--- src/rtl/mips_io_pkg.sv ---
// Shared constants for the memory-mapped I/O port block.
// Register offsets within a port window and global register indices.
package mips_io_pkg;

    localparam logic [1:0] OFS_OUT = 2'd0;
    localparam logic [1:0] OFS_SET = 2'd1;
    localparam logic [1:0] OFS_CLR = 2'd2;
    localparam logic [1:0] OFS_IN  = 2'd3;

    function automatic int unsigned flags_idx(input int unsigned n);
        return 4 * n;
    endfunction

    function automatic int unsigned irq_en_idx(input int unsigned n);
        return 4 * n + 1;
    endfunction

endpackage

--- src/rtl/mips_io_ports_io_sync.sv ---
// Two-flop input synchronizer with a change-detect flag.
// o_chg is high while the synced value differs from the one before it.
module io_sync
    import mips_io_pkg::*;
#(
    parameter int W = 8
) (
    input  logic         clk,
    input  logic         reset,
    input  logic [W-1:0] i_d,
    output logic [W-1:0] o_q,
    output logic         o_chg
);

    logic [W-1:0] r_s1;
    logic [W-1:0] r_s2;
    logic [W-1:0] r_prev;

    always_ff @(posedge clk) begin
        if (reset) begin
            r_s1   <= '0;
            r_s2   <= '0;
            r_prev <= '0;
        end else begin
            r_s1   <= i_d;
            r_s2   <= r_s1;
            r_prev <= r_s2;
        end
    end

    assign o_q   = r_s2;
    assign o_chg = (r_s2 != r_prev);

endmodule

--- src/rtl/mips_io_ports.sv ---
// Memory-mapped output/input ports with change flags and interrupt.
// Each port owns a 4-word window; FLAGS and IRQ_EN follow the windows.
module mips_io_ports
    import mips_io_pkg::*;
#(
    parameter int NUM_PORTS  = 4,
    parameter int OUT_WIDTH  = 32,
    parameter int IN_WIDTH   = 8,
    parameter int ADDR_WIDTH = 6
) (
    input  logic                           clk,
    input  logic                           reset,
    input  logic [ADDR_WIDTH-1:0]          addr,
    input  logic [OUT_WIDTH-1:0]           wdata,
    input  logic                           we,
    input  logic                           re,
    output logic [OUT_WIDTH-1:0]           rdata,
    output logic                           rdata_valid,
    input  logic [NUM_PORTS*IN_WIDTH-1:0]  port_in,
    output logic [NUM_PORTS*OUT_WIDTH-1:0] port_out,
    output logic                           irq
);

    localparam int PW = ADDR_WIDTH - 2;
    localparam logic [ADDR_WIDTH-1:0] A_FLAGS =
        ADDR_WIDTH'(flags_idx(NUM_PORTS));
    localparam logic [ADDR_WIDTH-1:0] A_IRQ_EN =
        ADDR_WIDTH'(irq_en_idx(NUM_PORTS));

    logic [NUM_PORTS-1:0][OUT_WIDTH-1:0] r_out;
    logic [NUM_PORTS-1:0][IN_WIDTH-1:0]  w_in;
    logic [NUM_PORTS-1:0]                r_flags;
    logic [NUM_PORTS-1:0]                r_irq_en;
    logic [NUM_PORTS-1:0]                w_chg;
    logic [NUM_PORTS-1:0]                w_sel;
    logic [NUM_PORTS-1:0]                w_clr;
    logic [OUT_WIDTH-1:0]                w_rd;
    logic [OUT_WIDTH-1:0]                r_rdata;
    logic                                r_valid;
    logic                                r_irq;
    logic                                w_port_hit;
    logic [PW-1:0]                       w_pidx;
    logic [1:0]                          w_ofs;

    assign w_port_hit = (addr < A_FLAGS);
    assign w_pidx     = addr[ADDR_WIDTH-1:2];
    assign w_ofs      = addr[1:0];

    for (genvar p = 0; p < NUM_PORTS; p++) begin : g_port
        io_sync #(.W(IN_WIDTH)) u_sync (
            .clk   (clk),
            .reset (reset),
            .i_d   (port_in[p*IN_WIDTH +: IN_WIDTH]),
            .o_q   (w_in[p]),
            .o_chg (w_chg[p])
        );
    end

    always_comb begin
        w_sel = '0;
        for (int p = 0; p < NUM_PORTS; p++) begin
            w_sel[p] = w_port_hit && (w_pidx == PW'(p));
        end
    end

    assign w_clr = (we && addr == A_FLAGS) ?
                   wdata[NUM_PORTS-1:0] : '0;

    // Read mux sees pre-write state, so a same-cycle write is not visible
    always_comb begin
        w_rd = '0;
        for (int p = 0; p < NUM_PORTS; p++) begin
            if (w_sel[p]) begin
                case (w_ofs)
                    OFS_OUT: w_rd = r_out[p];
                    OFS_IN:  w_rd = OUT_WIDTH'(w_in[p]);
                    default: w_rd = '0;
                endcase
            end
        end
        if (addr == A_FLAGS) begin
            w_rd[NUM_PORTS-1:0] = r_flags;
        end
        if (addr == A_IRQ_EN) begin
            w_rd[NUM_PORTS-1:0] = r_irq_en;
        end
    end

    always_ff @(posedge clk) begin
        if (reset) begin
            r_out    <= '0;
            r_flags  <= '0;
            r_irq_en <= '0;
            r_irq    <= 1'b0;
            r_rdata  <= '0;
            r_valid  <= 1'b0;
        end else begin
            for (int p = 0; p < NUM_PORTS; p++) begin
                if (we && w_sel[p]) begin
                    case (w_ofs)
                        OFS_OUT: r_out[p] <= wdata;
                        OFS_SET: r_out[p] <= r_out[p] | wdata;
                        OFS_CLR: r_out[p] <= r_out[p] & ~wdata;
                        default: ;
                    endcase
                end
            end
            // A fresh change outranks a clear landing on the same edge
            r_flags <= (r_flags & ~w_clr) | w_chg;
            if (we && addr == A_IRQ_EN) begin
                r_irq_en <= wdata[NUM_PORTS-1:0];
            end
            r_irq   <= |(r_flags & r_irq_en);
            r_valid <= re;
            if (re) begin
                r_rdata <= w_rd;
            end
        end
    end

    assign port_out    = r_out;
    assign rdata       = r_rdata;
    assign rdata_valid = r_valid;
    assign irq         = r_irq;

endmodule

--- config.mk ---
export PLATFORM = sky130hd
export DESIGN_NAME = mips_io_ports
export DESIGN_NICKNAME = d
export VERILOG_FILES = /design/src/rtl/mips_io_pkg.sv /design/src/rtl/mips_io_ports_io_sync.sv /design/src/rtl/mips_io_ports.sv
export SDC_FILE = /design/constraint.sdc
export NUM_CORES = 1
export LEC_CHECK = 0
export BUFFER_PORTS_ARGS = -buffer_cell sky130_fd_sc_hd__clkbuf_2
export CAP_MARGIN = 5
export CORE_UTILIZATION = 40
export DETAILED_ROUTE_END_ITERATION = 8
export PLACE_DENSITY = 0.58
export SYNTH_ARGS = -nofsm -noshare
export SYNTH_HDL_FRONTEND = slang
export SYNTH_SLANG_ARGS = --single-unit
--- constraint.sdc ---
create_clock -name clk -period 2.1 [get_ports clk]
set_clock_uncertainty 0.05 [all_clocks]
set_input_delay 0.315 -clock clk [delete_from_list [all_inputs] [get_ports clk]]
set_output_delay 0.315 -clock clk [all_outputs]
set_load 0.02 [all_outputs]
==> out/results.tsv <==
metric	value	unit
status	completed	
initial antenna violation count	2	
Adder-Cell Fraction of Synth Area	0.552	%
Mapped Area	11300	um^2
crit-path cells	clkbuf_2	
CTS tree	done	
Via density	5.34	
Net Sw Frac	24.7	%
reg2reg setup slack	550	ps
R2R depth	4	
CP Buf/Inv Count	1	
Top Usage Layer GRT	met2	
CTS Hold Buffers Added	32	
min Tclk post-route	1560	ps
met1 usage	32.6	%
top-area cell type share of the netlist area	47.0	%
number of global-route vias before repair	9451	
utilization after layout	51.5	%
WP data required	1740	ps
overall die height	170	um
Mapped Nets	1322	
FF-to-FF End	rdata[0]	
Psw	2.84	mW
Max-slew headroom	57.1	%
CTS resizes	0	
IO Pins	236	
die width	170	um
synth warn	0	
Synth Area in Simple Gates	24.4	%
Tcrit/Tclk final	74.4	%
root buf cell	clkbuf_16	
Port Buffers	235	
num rows	61	
drt pass-1 iters	5	
Async SR Flop Fraction	0	%
P_leak	5.87	nW
first-pass GRT wire length	55200	um
Worst setup EP type	output port	
CP Max Fanout	3	
post-DP HPWL	24100	um
# setup viols final	0	
Final Slew Violations	0	
top_reg_cell synth	dfxtp_1	
Initial Util	40.8	%
gpl congestion	0.844	
CP Launch Type	flip-flop	
Initial DRC Count	917	
GRT met2 Usage	39.8	%
Area Overhead vs Synth	26.3	%
non-filler instance count after layout	1890	
PwrDens	804	nW/um^2
top post-synthesis cells by area	dfxtp_1 47%, nor2_1 5.8%, nor3_2 5.7%, nor2b_1 5.4%, a21oi_1 5.0%	
antenna viol nets, final	0	
Syn Inst Count	1243	
clk slew on worst S/H paths	60	ps
Power Total	11.5	mW
Finished Cell Area	14300	um^2
pin count of the biggest net entering global routing	73	
Avg WL per Cell	19.1	um
RR Startpoint	port_out[64]	
post-synthesis compound-gate area fraction	17.3	%
register area share after synthesis	47.0	%
RSZ-0062 raised after global routing	false	
clock buffer depth	3	
Max Cap Viol	0	
total wire length	36100	um
share of post-route cells with drive strength above 1	29.1	%
fin nets	1568	
CP max stage cell	dfxtp_1	
Highest Clock Rate	0.640	GHz
final hold vios	0	
via count of the routed design	10100	
share of power burned in registers	45.6	%
Crit path largest cell delay	450	ps
worst setup margin	537	ps
worst vdd ir	0.567	mV
crit path capture	port_out[64]	
Clk pwr share	45.2	%
cell count along the critical path	1	
core area	27800	um^2
Clock Latency Late Sink	550	ps
EDFF count, synth	0	
die area	29000	um^2
area leader, netlist	dfxtp_1	
cell-internal power	8.66	mW
CP Data Arrival Time	1200	ps
worst hold path class	in2reg	
synthesized area per cell	9.11	um^2
Inst Count DP	1805	
Yosys reg bits	266	
post-CTS setup repair buffer count	0	
placed cell area	13000	um^2
GRT Total Usage	24.7	%
Max H-tree Level	1	
kind of cell adding the most delay to the critical path	flip-flops	
GR Util met3	3.65	%
Combinational Power Share	9.2	%
total grt overflow	0	
mux cell area share after synthesis	3.27	%
# DRC	0	
Setup crit start	port_out[64]	
dpl ws	-8.91	ps
Post-Synth XOR/XNOR Area	2.47	%
slew at the pin with the worst max-slew slack	644	ps
CTS buffer count	28	
Clock Sinks	266	
Synth cell types	41	
largest family of logic cells by synthesized area	simple AND/OR/NAND/NOR gates	
crit path kind	reg2out	
## state kept, by name, summed over array words and instances (netlist names)
signal,count
port_out,128
g_port.u_sync.o_q,32
g_port.u_sync.r_prev,32
g_port.u_sync.r_s1,32
rdata,32
r_flags,4
r_irq_en,4
irq,1
rdata_valid,1
## per-stage QoR
step | TNS (ps) | hold slack [ps]
after floorplan | 0 | 364
after global placement | 0 | 369
after detailed placement | -8.91 | 373
after CTS | 0 | 4.01
after global routing | 0 | 10.9
final | 0 | 18.9
## placed cells by master (no fill, tap or decap), types with 3 or more instances in the layout
master           n
a21oi_1        114
dlygate4sd3_1   32
clkbuf_16       29
a211o_1          3
nand3_1          3
inv_1            8
a2111oi_2        6
nor4_1           8
buf_12          12
dfxtp_1        266
buf_4           39
xor2_1          32
a21oi_2         20
bufinv_16        4
nand2b_1        32
ha_1             4
o2bb2ai_1       24
a31oi_1         37
nand2_1         34
and2_1           3
a22oi_1         40
clkbuf_2       233
a221o_1          4
nor3_2          65
nor2_1         174
nor2b_1         97
mux2i_1         28
o21ai_0         38
nor3_1          64
mux2_2           8
clkbuf_8         3
a221oi_1        10
a211oi_1         3
clkinv_2         5
clkbuf_1         6
## power groups by stage
stage	logic [mW]	registers [mW]	clock network (mW)
2_1_floorplan	0.593	5.36	0
3_3_place_gp	0.998	5.35	0
3_5_place_dp	1.00	5.35	0
4_1_cts	1.06	5.24	5.28
5_1_grt	1.15	5.25	5.48
6_report	1.06	5.24	5.19
## kinds of logic (layout without fill, tap and decap cells)
kind of cell | count (synthesis) | count (layout)
xor+xnor | 32 | 32
other cells | 0 | 2
compound gates | 301 | 301
flops | 266 | 266
mux | 36 | 36
fa+ha+maj | 5 | 5
buf+inv | 110 | 377
simple gates | 493 | 493
## cell type report
cell class,count,area (um^2)
fillers,2717,13500
repair buffers,318,2040
well taps,378,473
diodes,2,5.00
flip-flops and latches,266,5330
multi-input cells,867,5460
inverters,8,30.0
clock inverters,14,188
clock buffers,37,776
## layer usage
metal / up-vias / share of wire [%]
met3: 80 / 6.4
li1: 4827 / -
met4: 0 / 4.0
met5: - / 0
met1: 4784 / 44
met2: 395 / 45
## synth_stat cells (4+ instances only)
master and number:
a21oi_1 114, buf_4 9, nor2_1 176, a2111oi_2 6, a22oi_1 40, xor2_1 32
ha_1 5, buf_2 15, nor2b_1 98, buf_6 10, nor3_2 65, a31oi_1 37
nor4_1 8, a221o_1 4, mux2i_1 28, nor3_1 64, dfxtp_1 266, nand2_1 34
a221oi_1 10, o2bb2ai_1 24, nand2b_1 32, o21ai_0 38, inv_1 8, clkbuf_1 63
a21oi_2 20, mux2_2 8
## worst min path at each step
stage                             startpoint                 endpoint  slack (ps)  cells past startpoint
finish                                 reset              rdata_valid          20                      2
global route                           reset              rdata_valid          10                      2
CTS                                    reset              rdata_valid           4                      2
detailed placement  g_port[0].u_sync.r_s1[7]  g_port[0].u_sync.o_q[7]         370                      1
global placement    g_port[3].u_sync.r_s1[6]  g_port[3].u_sync.o_q[6]         370                      1
floorplan           g_port[0].u_sync.r_s1[0]  g_port[0].u_sync.o_q[0]         360                      1
No activity file was read; power rests on OpenSTA's default activity.
